[config.mk]
export PLATFORM = sky130hd
export DESIGN_NAME = apb2_mult_sequencer
export DESIGN_NICKNAME = d
export VERILOG_FILES = /design/src/rtl/apb2_mult_sequencer_pkg.sv /design/src/rtl/apb2_mult_sequencer_xfer.sv /design/src/rtl/apb2_mult_sequencer.sv
export SDC_FILE = /design/constraint.sdc
export NUM_CORES = 1
export LEC_CHECK = 0
export CORE_UTILIZATION = 23
export CTS_CLUSTER_DIAMETER = 200
export DETAILED_ROUTE_END_ITERATION = 6
export PLACE_DENSITY = 0.58
export SKIP_LAST_GASP = 1
export SYNTH_ARGS = -nofsm -noshare
export SYNTH_HDL_FRONTEND = slang
export SYNTH_SLANG_ARGS = --single-unit
[constraint.sdc]
create_clock -name pclk -period 2.57 [get_ports pclk]
set_input_delay 0.514 -clock pclk [delete_from_list [all_inputs] [get_ports pclk]]
set_output_delay 0.514 -clock pclk [all_outputs]
set_load 0.02 [all_outputs]
[src/rtl/apb2_mult_sequencer_pkg.sv]
// Shared types and constants for the APB2 multiplier sequencer.
package apb2_mult_sequencer_pkg;

    typedef enum logic [2:0] {
        IDLE,
        WR_MER,
        WR_MCD,
        WR_CMD,
        RD_STAT,
        RD_RES,
        OUT
    } seq_state_t;

    localparam logic [9:0]  ADDR_MER      = 10'h00;
    localparam logic [9:0]  ADDR_MCD      = 10'h01;
    localparam logic [9:0]  ADDR_CMD      = 10'h02;
    localparam logic [9:0]  ADDR_RES      = 10'h03;
    localparam logic [31:0] CMD_START     = 32'h1;
    localparam int          STAT_DONE_BIT = 1;

    function automatic logic is_xfer(input seq_state_t s);
        return (s == WR_MER) || (s == WR_MCD) || (s == WR_CMD) ||
               (s == RD_STAT) || (s == RD_RES);
    endfunction

endpackage

[src/rtl/apb2_mult_sequencer_xfer.sv]
// Single APB2 transfer engine: setup cycle then access cycle, no PREADY.
module apb2_xfer (
    input  logic        pclk,
    input  logic        presetn,
    input  logic        req,
    input  logic        write,
    input  logic [9:0]  addr,
    input  logic [31:0] wdata,
    output logic        done,
    output logic [31:0] rdata,
    output logic        psel,
    output logic        penable,
    output logic        pwrite,
    output logic [9:0]  paddr,
    output logic [31:0] pwdata,
    input  logic [31:0] prdata
);

    // done marks the access cycle; a req seen then starts the next setup back-to-back
    assign done  = psel & penable;
    assign rdata = prdata;

    always_ff @(posedge pclk or negedge presetn) begin
        if (!presetn) begin
            psel    <= 1'b0;
            penable <= 1'b0;
            pwrite  <= 1'b0;
            paddr   <= '0;
            pwdata  <= '0;
        end else if (req && (!psel || penable)) begin
            psel    <= 1'b1;
            penable <= 1'b0;
            pwrite  <= write;
            paddr   <= addr;
            if (write) pwdata <= wdata;
        end else if (psel && !penable) begin
            penable <= 1'b1;
        end else begin
            psel    <= 1'b0;
            penable <= 1'b0;
        end
    end

endmodule

[src/rtl/apb2_mult_sequencer.sv]
// Valid/ready to APB2 sequencer for the multiplier peripheral.
// Optional poll timeout enabled by defining MULT_SEQ_TIMEOUT_EN.
//
// state   | meaning
// IDLE    | waiting for an operand pair (op_ready=1)
// WR_MER  | writing sign-extended op_a to the multiplier register
// WR_MCD  | writing sign-extended op_b to the multiplicand register
// WR_CMD  | writing the start command
// RD_STAT | polling the done bit
// RD_RES  | reading the product
// OUT     | presenting the product until res_ready
module apb2_mult_sequencer
    import apb2_mult_sequencer_pkg::*;
#(
    parameter int POLL_LIMIT = 255
) (
    input  logic        pclk,
    input  logic        presetn,
    input  logic        op_valid,
    output logic        op_ready,
    input  logic [7:0]  op_a,
    input  logic [7:0]  op_b,
    output logic        res_valid,
    input  logic        res_ready,
    output logic [15:0] res_data,
    output logic        res_err,
    output logic        psel,
    output logic        penable,
    output logic        pwrite,
    output logic [9:0]  paddr,
    output logic [31:0] pwdata,
    input  logic [31:0] prdata
);

    seq_state_t  state, next_state;
    logic [7:0]  op_a_q, op_b_q, mer_src;
    logic        xfer_req, xfer_write, xfer_done, poll_timeout;
    logic [9:0]  xfer_addr;
    logic [31:0] xfer_wdata, xfer_rdata;
    logic        unused_rdata;

    assign unused_rdata = ^xfer_rdata[31:16];
    // The multiplier write launches on the accept edge, before op_a_q is loaded
    assign mer_src = (state == IDLE) ? op_a : op_a_q;

    always_comb begin
        next_state = state;
        case (state)
            IDLE:    if (op_valid)  next_state = WR_MER;
            WR_MER:  if (xfer_done) next_state = WR_MCD;
            WR_MCD:  if (xfer_done) next_state = WR_CMD;
            WR_CMD:  if (xfer_done) next_state = RD_STAT;
            RD_STAT: if (xfer_done) begin
                if (xfer_rdata[STAT_DONE_BIT]) next_state = RD_RES;
                else if (poll_timeout)         next_state = OUT;
            end
            RD_RES:  if (xfer_done) next_state = OUT;
            OUT:     if (res_ready) next_state = IDLE;
            default: next_state = IDLE;
        endcase
    end

    always_comb begin
        xfer_req   = is_xfer(next_state) && (xfer_done || state == IDLE);
        xfer_write = 1'b1;
        xfer_addr  = ADDR_MER;
        xfer_wdata = {{24{mer_src[7]}}, mer_src};
        case (next_state)
            WR_MCD: begin
                xfer_addr  = ADDR_MCD;
                xfer_wdata = {{24{op_b_q[7]}}, op_b_q};
            end
            WR_CMD: begin
                xfer_addr  = ADDR_CMD;
                xfer_wdata = CMD_START;
            end
            RD_STAT: begin
                xfer_write = 1'b0;
                xfer_addr  = ADDR_CMD;
            end
            RD_RES: begin
                xfer_write = 1'b0;
                xfer_addr  = ADDR_RES;
            end
            default: ;
        endcase
    end

    apb2_xfer u_xfer (
        .pclk    (pclk),
        .presetn (presetn),
        .req     (xfer_req),
        .write   (xfer_write),
        .addr    (xfer_addr),
        .wdata   (xfer_wdata),
        .done    (xfer_done),
        .rdata   (xfer_rdata),
        .psel    (psel),
        .penable (penable),
        .pwrite  (pwrite),
        .paddr   (paddr),
        .pwdata  (pwdata),
        .prdata  (prdata)
    );

    always_ff @(posedge pclk or negedge presetn) begin
        if (!presetn) begin
            state     <= IDLE;
            op_ready  <= 1'b1;
            res_valid <= 1'b0;
            res_data  <= '0;
            op_a_q    <= '0;
            op_b_q    <= '0;
        end else begin
            state     <= next_state;
            op_ready  <= (next_state == IDLE);
            res_valid <= (next_state == OUT);
            if (state == IDLE && op_valid) begin
                op_a_q <= op_a;
                op_b_q <= op_b;
            end
            if (state == RD_RES && xfer_done)
                res_data <= xfer_rdata[15:0];
            else if (state == RD_STAT && next_state == OUT)
                res_data <= '0;
        end
    end

`ifdef MULT_SEQ_TIMEOUT_EN
    localparam logic [7:0] POLL_LIM8 = 8'(POLL_LIMIT);
    logic [7:0] poll_cnt;

    assign poll_timeout = (poll_cnt + 8'd1) == POLL_LIM8;

    always_ff @(posedge pclk or negedge presetn) begin
        if (!presetn) begin
            poll_cnt <= '0;
            res_err  <= 1'b0;
        end else begin
            if (state == WR_MCD && next_state == WR_CMD)
                poll_cnt <= '0;
            else if (state == RD_STAT && xfer_done)
                poll_cnt <= poll_cnt + 8'd1;
            if (state == RD_STAT && next_state == OUT)
                res_err <= 1'b1;
            else if (state == OUT && res_ready)
                res_err <= 1'b0;
        end
    end
`else
    logic unused_poll_limit;
    assign unused_poll_limit = (POLL_LIMIT != 0);
    assign poll_timeout      = 1'b0;
    assign res_err           = 1'b0;
`endif

endmodule

# Yosys cells after proc, flatten, opt, wreduce, memory -nomap -nowiden
# Cells that the tools add are included.
# word_totals
regBits,82
inputBits,52
out_inout_bits,64
elab_cells,65
# op_classes
eq_ne,13
muxes,19
bitwise,2
n_reduce_logical,20
# ops
cell,n
32-bit case mux with 2 select lines,1
16-bit 2-to-1 mux,2
3-bit 2-to-1 mux,8
3-bit case mux with 7 select lines,1
3-bit == test (second input constant),6
3-bit by 2-bit == test with 1-bit output (second input constant),4
8-bit 2-to-1 mux,1
3-bit by 1-bit == test with 1-bit output (second input constant),2
1-bit logical AND,6
3-bit logical NOT,2
1-bit logical OR,6
2-bit case mux with 3 select lines,1
1-bit 2-to-1 mux,5
2-bit OR reduction,2
1-bit logical NOT,2
2-bit by 1-bit != test with 1-bit output (second input constant),1
2-bit AND reduction,1
2-bit nonzero test,1
1-bit AND,1
1-bit NOT,1

# Longest topological paths before layout
# Gate-level depths: netlist of run 1.
# logic_depth
ltp_word,11
ltp_mapped,7
depth_no_buf,5

# Modules after synthesis
# Synthesis of run 1 repeated with hierarchy kept, for this count alone.
# hier_totals
cells_unflattened,267
area_unflattened_um2,3854.9
# by_module_without_submodules
module,instances,cells_per_inst,area_per_inst_um2,seq_area_each_um2
apb2_xfer,1,131,2079.5,1126.1
apb2_mult_sequencer,1,136,1775.5,927.1

# Worst setup path after synthesis of run 1
# No wires, ideal clock.
# synth_timing
path_kind,flip-flop to flip-flop
from,register state[1]
to,register u_xfer.pwdata[0]
setup_time_ps,125
arrival_ps,2125
required_ps,2445
setup_slack_ps,321
stages_incl_launch_ff,7
path_buffers,1
period_less_slack_ps,2249
cell_sequence,dfrtp_1 buf_2 nor3_2 mux2_2 o21a_1 a221o_1 mux2_2
# synth_between
elab_chain_cells,11
elab_cells_between_ends,33
cone_classes,eq/ne: 11; mux: 11; bitwise: 1; reduce/logical: 10
# synth_rtl
item,line,source
"start, declared",apb2_mult_sequencer.sv:35,"seq_state_t state, next_state;"
"start signal, assigned",apb2_mult_sequencer.sv:115,state <= next_state;
3-bit 2-to-1 mux,apb2_mult_sequencer.sv:54,if (xfer_rdata[STAT_DONE_BIT]) next_state = RD_RES;
3-bit 2-to-1 mux,apb2_mult_sequencer.sv:53,RD_STAT: if (xfer_done) begin
3-bit case mux with 7 select lines,apb2_mult_sequencer.sv:48,case (state)
3-bit by 1-bit == test with 1-bit output or 3-bit by 2-bit == test with 1-bit output (tied branches),"apb2_mult_sequencer_pkg.sv:22, apb2_mult_sequencer.sv:68",
1-bit logical OR (3 in series),apb2_mult_sequencer_pkg.sv:22,return (s == WR_MER) || (s == WR_MCD) || (s == WR_CMD) ||
1-bit logical OR,apb2_mult_sequencer_pkg.sv:23,(s == RD_STAT) || (s == RD_RES);
1-bit logical AND,apb2_mult_sequencer.sv:64,xfer_req = is_xfer(next_state) && (xfer_done || state == IDLE);
1-bit logical AND,apb2_mult_sequencer_xfer.sv:30,end else if (req && (!psel || penable)) begin
2-bit AND reduction (no source line),-,
"end signal, assigned",apb2_mult_sequencer_xfer.sv:35,if (write) pwdata <= wdata;
"end, declared",apb2_mult_sequencer_xfer.sv:15,"output logic [31:0] pwdata,"
# Several ways; a longest one is shown, not always the timed one.
# A chain may end at the register's enable or synchronous reset.

==> results of run 1 <==
## state kept, by name, summed over array words and instances, names as in the netlist
| register | count |
|---|---|
| op_a_q | 8 |
| op_b_q | 8 |
| op_ready | 1 |
| res_data | 16 |
| res_valid | 1 |
| state | 3 |
| u_xfer.paddr | 2 |
| u_xfer.penable | 1 |
| u_xfer.psel | 1 |
| u_xfer.pwdata | 8 |
| u_xfer.pwrite | 1 |
## logic make-up after synthesis
group           synth area share [%]
compound gates                  8.68
xor+xnor                       0.699
buf+inv                         12.3
flops                           50.0
mux                             22.0
other cells                    0.150
simple gates                    6.19
## metrics by stage
| step | std cells | cell area, sq um | setup TNS [ns] |
|---|---|---|---|
| detailed placement | 402 | 3380 | -0.267 |
| CTS | 410 | 3470 | 0 |
| global route | 410 | 3470 | 0 |
| finish | 410 | 3470 | 0 |
| floorplan | 207 | 2540 | 0 |
| global placement | 402 | 3380 | -0.587 |
## synthesized netlist by cell type (2+ instances only)
cell,count,area (sq um)
a21oi_1,7,35.0
nand2_1,3,11.3
a21o_1,2,15.0
xnor2_1,2,17.5
nor2_1,6,22.5
nor2b_1,3,18.8
inv_1,4,15.0
o21bai_1,2,15.0
and2_1,2,12.5
buf_2,4,20.0
clkbuf_1,2,7.51
dfrtp_1,49,1230
buf_4,34,255
nor3_2,2,20.0
mux2_2,41,462
mux2i_1,9,90.1
o2bb2ai_1,7,61.3
o21ai_0,4,20.0
## worst paths after layout
kind | from | endpoint | slack [ns]
setup / recovery | u_xfer.pwdata[30] | pwdata[9] | 0.26
min in group pclk | op_a_q[0] | op_a_q[0] | 0.51
max in group asynchronous | presetn | op_ready | 1.78
hold / removal | presetn | res_data[3] | 0.15
setup reg to reg | state[2] | u_xfer.pwdata[0] | 0.26
hold reg to reg | op_a_q[0] | op_a_q[0] | 0.51
## layer usage
metal | track usage [%] | vias up
met5 | 0 | -
met4 | 3.23 | 0
met3 | 2.02 | 4
met2 | 16.9 | 44
met1 | 12.1 | 815
li1 | - | 796
## layout make-up
| cell class | instances | area, sq um | area share [%] |
|---|---|---|---|
| flip-flops and latches | 50 | 1250 | 36.1 |
| repair buffers | 100 | 971 | 28.0 |
| clock inverters | 2 | 10.0 | 0.289 |
| well taps | 136 | 170 | 4.91 |
| inverters | 4 | 15.0 | 0.433 |
| clock buffers | 6 | 72.6 | 2.09 |
| multi-input cells | 112 | 976 | 28.1 |
## power groups by stage
stage,Combinational [mW],Sequential (mW),Clock (mW)
2_1_floorplan,0.0226,0.802,0
3_3_place_gp,0.0849,0.802,0
3_5_place_dp,0.0854,0.802,0
4_1_cts,0.0857,0.786,0.467
5_1_grt,0.0921,0.786,0.493
6_report,0.0833,0.786,0.445
==> impl_results.md, run 1 <==
* Setup Viol. Count Final at 0
* Vias in the first global route at 1678
* DR pass1 iterations at 4
* Die ar. at 11300 sq um
* Startpoint types: register
* Hpwl dp at 4000 um
* Grt total ovfl at 0
* Peak supply drop at 166 uV
* First-pass GRT wire length at 8600 um
* Vias per inst at 4.05
* Synth Instances at 199
* PwrDens at 379 nW/um^2
* Int Pwr at 1.02 mW
* RSZ-0062 raised after global routing: no
* Slowest library cell on the worst path: dfrtp_1
* CP Capture Type: output port
* Combinational Power Share at 6.3%
* Fillers at 1078
* Die height at 106 um
* Deepest clock path buffer count at 2
* Post-synth EDFFs at 0
* Initial antenna violation count at 0
* Die width at 106 um
* Slew of the pin with the lowest slew margin at 0.975 ns
* Syn-to-layout area delta at 38.3%
* Maxcap violations at 0
* Most frequent cells in the layout: 89 x clkdlybuf4s50_1, 49 x dfrtp_1, 41 x mux2_2
* Vias after detailed routing at 1659
* Post-synthesis async set-or-reset flop share at 100%
* Clock Latency Late Sink at 0.30 ns
* Cts bufs inserted at 5
* Crit-path max cell delay at 0.77 ns
* DRT antenna net count at 0
* FP Rows at 37
* Final design utilization at 33.1%
* Core Region at 10500 sq um
* Syn_area_per_cell at 12.6 sq um
* Setup repair bufs after CTS at 0
* Final period utilization at 89.9%
* I/O pins at 116
* Total GRT Usage at 9.79%
* RePlAce Congestion at 0.728
* Clock share of power at 33.9%
* Outcome: complete, no violations
* CP Cell Sequence: clkdlybuf4s50_1
* Psw at 0.291 mW
* Leak Pwr at 1.52 nW
* Flop pwr share at 59.8%
* Hold_buf cts at 0
* Top Layer Used: met4
* Seq/Total Area, Yosys at 50.0%
* Clk root buf: clkbuf_8
* DRT Wirelength at 5290 um
* Pre-CTS setup slack at -0.0636 ns
* Metal3 WL at 199 um
* Layout cells sized above 1 at 24.5%
* Top FF cell, synth: dfrtp_1
* Reg clk slew, reported paths at 0.09 ns
* CP max FO at 26
* Largest net degree at the start of global routing at 27
* Drc violations at 0
* Hold slack at 0.147 ns
* Hold Fails Final Rpt at 0
* CTS H-tree depth at 2
* Met1 wire length at 2340 um
* Post-Route Skew at 0.0112 ns
* WS Path Type: register to output port
* Rel. slew slack at 34.5%
* # port buffers at 90
* Unique masters post-synth at 34
* WP depth at 1
* Slew Viols, Final at 0
* Clk sinks at 50
* Ant diodes at 0
* Worst min path class: input port to asynchronous set/reset pin
* WP data required at 2.06 ns
* Switching part of the total at 22.2%
* CP delay by family, top: flip-flops
* Starting DRC count in detailed routing at 38
* Reg2Reg Depth at 5
* Routed wl met2 at 2700 um
* Flops & latches, synth at 50
* Total power at 1.31 mW
* WL/cell at 12.9 um
* Commonest non-fill, non-tap cell in the layout: clkdlybuf4s50_1
* Tmin final at 2.31 ns
* Starting density of the core at 24.0%
* Yosys Warn Count at 0
* Post-route setup slack at 0.259 ns
* Mapped cell area at 2510 sq um
* CTS tree: yes
* Buf/Inv on CP at 1
* Final nets at 325
* Post-CTS resize count at 0
* Fmax at 433 MHz
* Critical path arrival at 1.80 ns
No activity file was read; power rests on OpenSTA's default activity.
==> run 2: changes to the inputs <==
- clock period: 2.57 -> 2.2 ns (I/O delays scaled with it)
==> run 2 against run 1 <==
Register-to-register slack got worse by 0.14 ns; global-route usage increased by 0.26 points; die area unchanged; critical endpoint is now u_xfer.pwdata[2].
==> impl_results.md, run 2 (same netlist as run 1, synthesis figures left out) <==
* Outcome: complete, no violations
* Clock share of power at 39.1% (+5.2 points)
* Hold Fails Final Rpt at 0 (unchanged)
* Syn-to-layout area delta at 42.9%
* FF+latch area at 1260 sq um (+0.40%)
* Fillers at 1067 (-1.0%)
* Starting density of the core at 24.0% (unchanged)
* Peak supply drop at 219 uV (+31%)
* Initial antenna violation count at 0 (unchanged)
* Core Region at 10500 sq um (unchanged)
* Final nets at 335 (+3.1%)
* Commonest non-fill, non-tap cell in the layout: clkdlybuf4s50_1
* Vias per inst at 4.09 (+1.1%)
* Clock Latency Late Sink at 0.31 ns (about the same)
* Psw at 0.356 mW (+22%)
* Maxcap violations at 0 (unchanged)
* Die height at 106 um (unchanged)
* RSZ-0062 raised after global routing: no
* Setup repair bufs after CTS at 0 (unchanged)
* Final period utilization at 94.8%
* FP Rows at 37 (unchanged)
* WP data required at 2.39 ns (+0.33 ns)
* Slew of the pin with the lowest slew margin at 0.647 ns (-0.328 ns)
* Placed Cells at 412 (+2.5%)
* DRT antenna net count at 0 (unchanged)
* Reg clk slew, reported paths at 0.10 ns (about the same)
* PwrDens at 466 nW/um^2 (+23%)
* Post-Route Skew at 0.0129 ns (+0.00174 ns)
* RePlAce Congestion at 0.740 (+1.7%)
* DRT Wirelength at 5360 um (+1.3%)
* Critical path arrival at 2.28 ns (+0.48 ns)
* Grt total ovfl at 0 (unchanged)
* CTS H-tree depth at 2 (unchanged)
* Leak Pwr at 1.57 nW (+3.3%)
* Die ar. at 11300 sq um (unchanged)
* WL/cell at 12.8 um (-1.1%)
* Vias in the first global route at 1705 (+1.6%)
* Setup Viol. Count Final at 0 (unchanged)
* Rel. slew slack at 56.9% (+22 points)
* Cts bufs inserted at 5 (unchanged)
* Deepest clock path buffer count at 2 (unchanged)
* Vias after detailed routing at 1719 (+3.6%)
* Hpwl dp at 4110 um (+2.7%)
* Max reg flops at 16 (unchanged)
* Switching part of the total at 21.3% (-0.85 points)
* Largest reg by FF count: res_data
* Die width at 106 um (unchanged)
* Clk sinks at 50 (unchanged)
* Fmax at 480 MHz
* Most frequent cells in the layout: 89 x clkdlybuf4s50_1, 45 x dfrtp_1, 41 x mux2_2
* Startpoint types: register
* Int Pwr at 1.31 mW (+28%)
* Final design utilization at 34.2% (+1.1 points)
* CP max FO at 8 (-69%)
* Drc violations at 0 (unchanged)
* Slew Viols, Final at 0 (unchanged)
* Layout cells sized above 1 at 28.9% (+4.4 points)
* Worst min path class: input port to asynchronous set/reset pin
* CTS tree: yes
* Clk root buf: clkbuf_8
* Total GRT Usage at 10.1% (+0.26 points)
* Starting DRC count in detailed routing at 63 (+66%)
* Combinational Power Share at 5.9% (-0.4 points)
* Flop pwr share at 55.0% (-4.8 points)
* Final std cells w/o fill at 420 (+2.4%)
* CP Capture Type: register
* Tmin final at 2.08 ns
* I/O pins at 116 (unchanged)
* WS Path Type: register to register
* Largest net degree at the start of global routing at 51 (+89%)
* First-pass GRT wire length at 8780 um (+2.0%)
* # port buffers at 90 (unchanged)
* Hold_buf cts at 0 (unchanged)
* DR pass1 iterations at 4 (unchanged)
* Footprint of the multi-input gates at 983 sq um (+0.77%)
* Ant diodes at 0 (unchanged)
run 2: critical path: stages, from the launching register on:
cell	delay [ns]
dfrtp_1	0.50
buf_4	0.21
nor2_1	0.14
o211a_1	0.24
nor3_2	0.08
nor4_4	0.25
buf_4	0.20
mux2_2	0.33
run 2: final cells by class:
type	instances	area share, %
well taps	136	4.75
clock buffers	6	2.03
clock inverters	2	1.05
flip-flops and latches	50	35.1
inverters	4	0.419
repair buffers	110	29.2
multi-input cells	112	27.5
run 2: power by group through the flow:
stage               combinational [mW]  clock [mW]  sequential (mW)
finish                          0.0987       0.653            0.918
CTS                              0.102       0.676            0.918
global route                     0.109       0.708            0.918
detailed placement               0.101           0            0.936
global placement                 0.100           0            0.936
floorplan                       0.0264           0            0.937
run 2: worst paths after layout:
kind	from	end	slack (ns)	cells past startpoint
worst max-delay path	state[1]	u_xfer.pwdata[2]	0.12	7
worst min register to register	op_a_q[0]	op_a_q[0]	0.51	1
worst min-delay path	presetn	op_a_q[3]	0.24	2
min in group pclk	op_a_q[0]	op_a_q[0]	0.51	1
max in group asynchronous	presetn	u_xfer.psel	1.49	2
worst max register to register	state[1]	u_xfer.pwdata[2]	0.12	7
run 2: through the flow:
stage / setup slack (ns) / hold slack, ns / setup TNS [ns] / total power, mW / instance area (sq um)
2_1_floorplan: 0.0477 / 0.144 / 0 / 0.963 / 2540
3_3_place_gp: -0.219 / 0.487 / -1.87 / 1.04 / 3470
3_5_place_dp: -0.244 / 0.492 / -2.16 / 1.04 / 3470
4_1_cts: 0.0713 / 0.265 / 0 / 1.70 / 3580
5_1_grt: 0.00549 / 0.297 / 0 / 1.74 / 3580
6_report: 0.115 / 0.240 / 0 / 1.67 / 3580
run 2: timing repair:
action / in CTS / in global routing
endpoints found under the setup margin: 25 / 6
pin swaps: 0 / 1
endpoints found under the hold margin: 0 / 0
resized for setup: 1 / 4
gates cloned: 0 / 0
run 2: metal layers:
metal | share of wire (%) | GRT usage [%] | up-vias
met2 | 49 | 16.7 | 57
met3 | 6.6 | 3.62 | 7
met4 | 1.0 | 2.35 | 0
li1 | - | - | 820
met5 | 0 | 0 | -
met1 | 43 | 12.4 | 835
==> run 3: changes to the inputs <==
- SLEW_MARGIN: default -> 10
==> results of run 3 <==
Same layout as run 2: the final DEF is identical, and so are final timing and power.
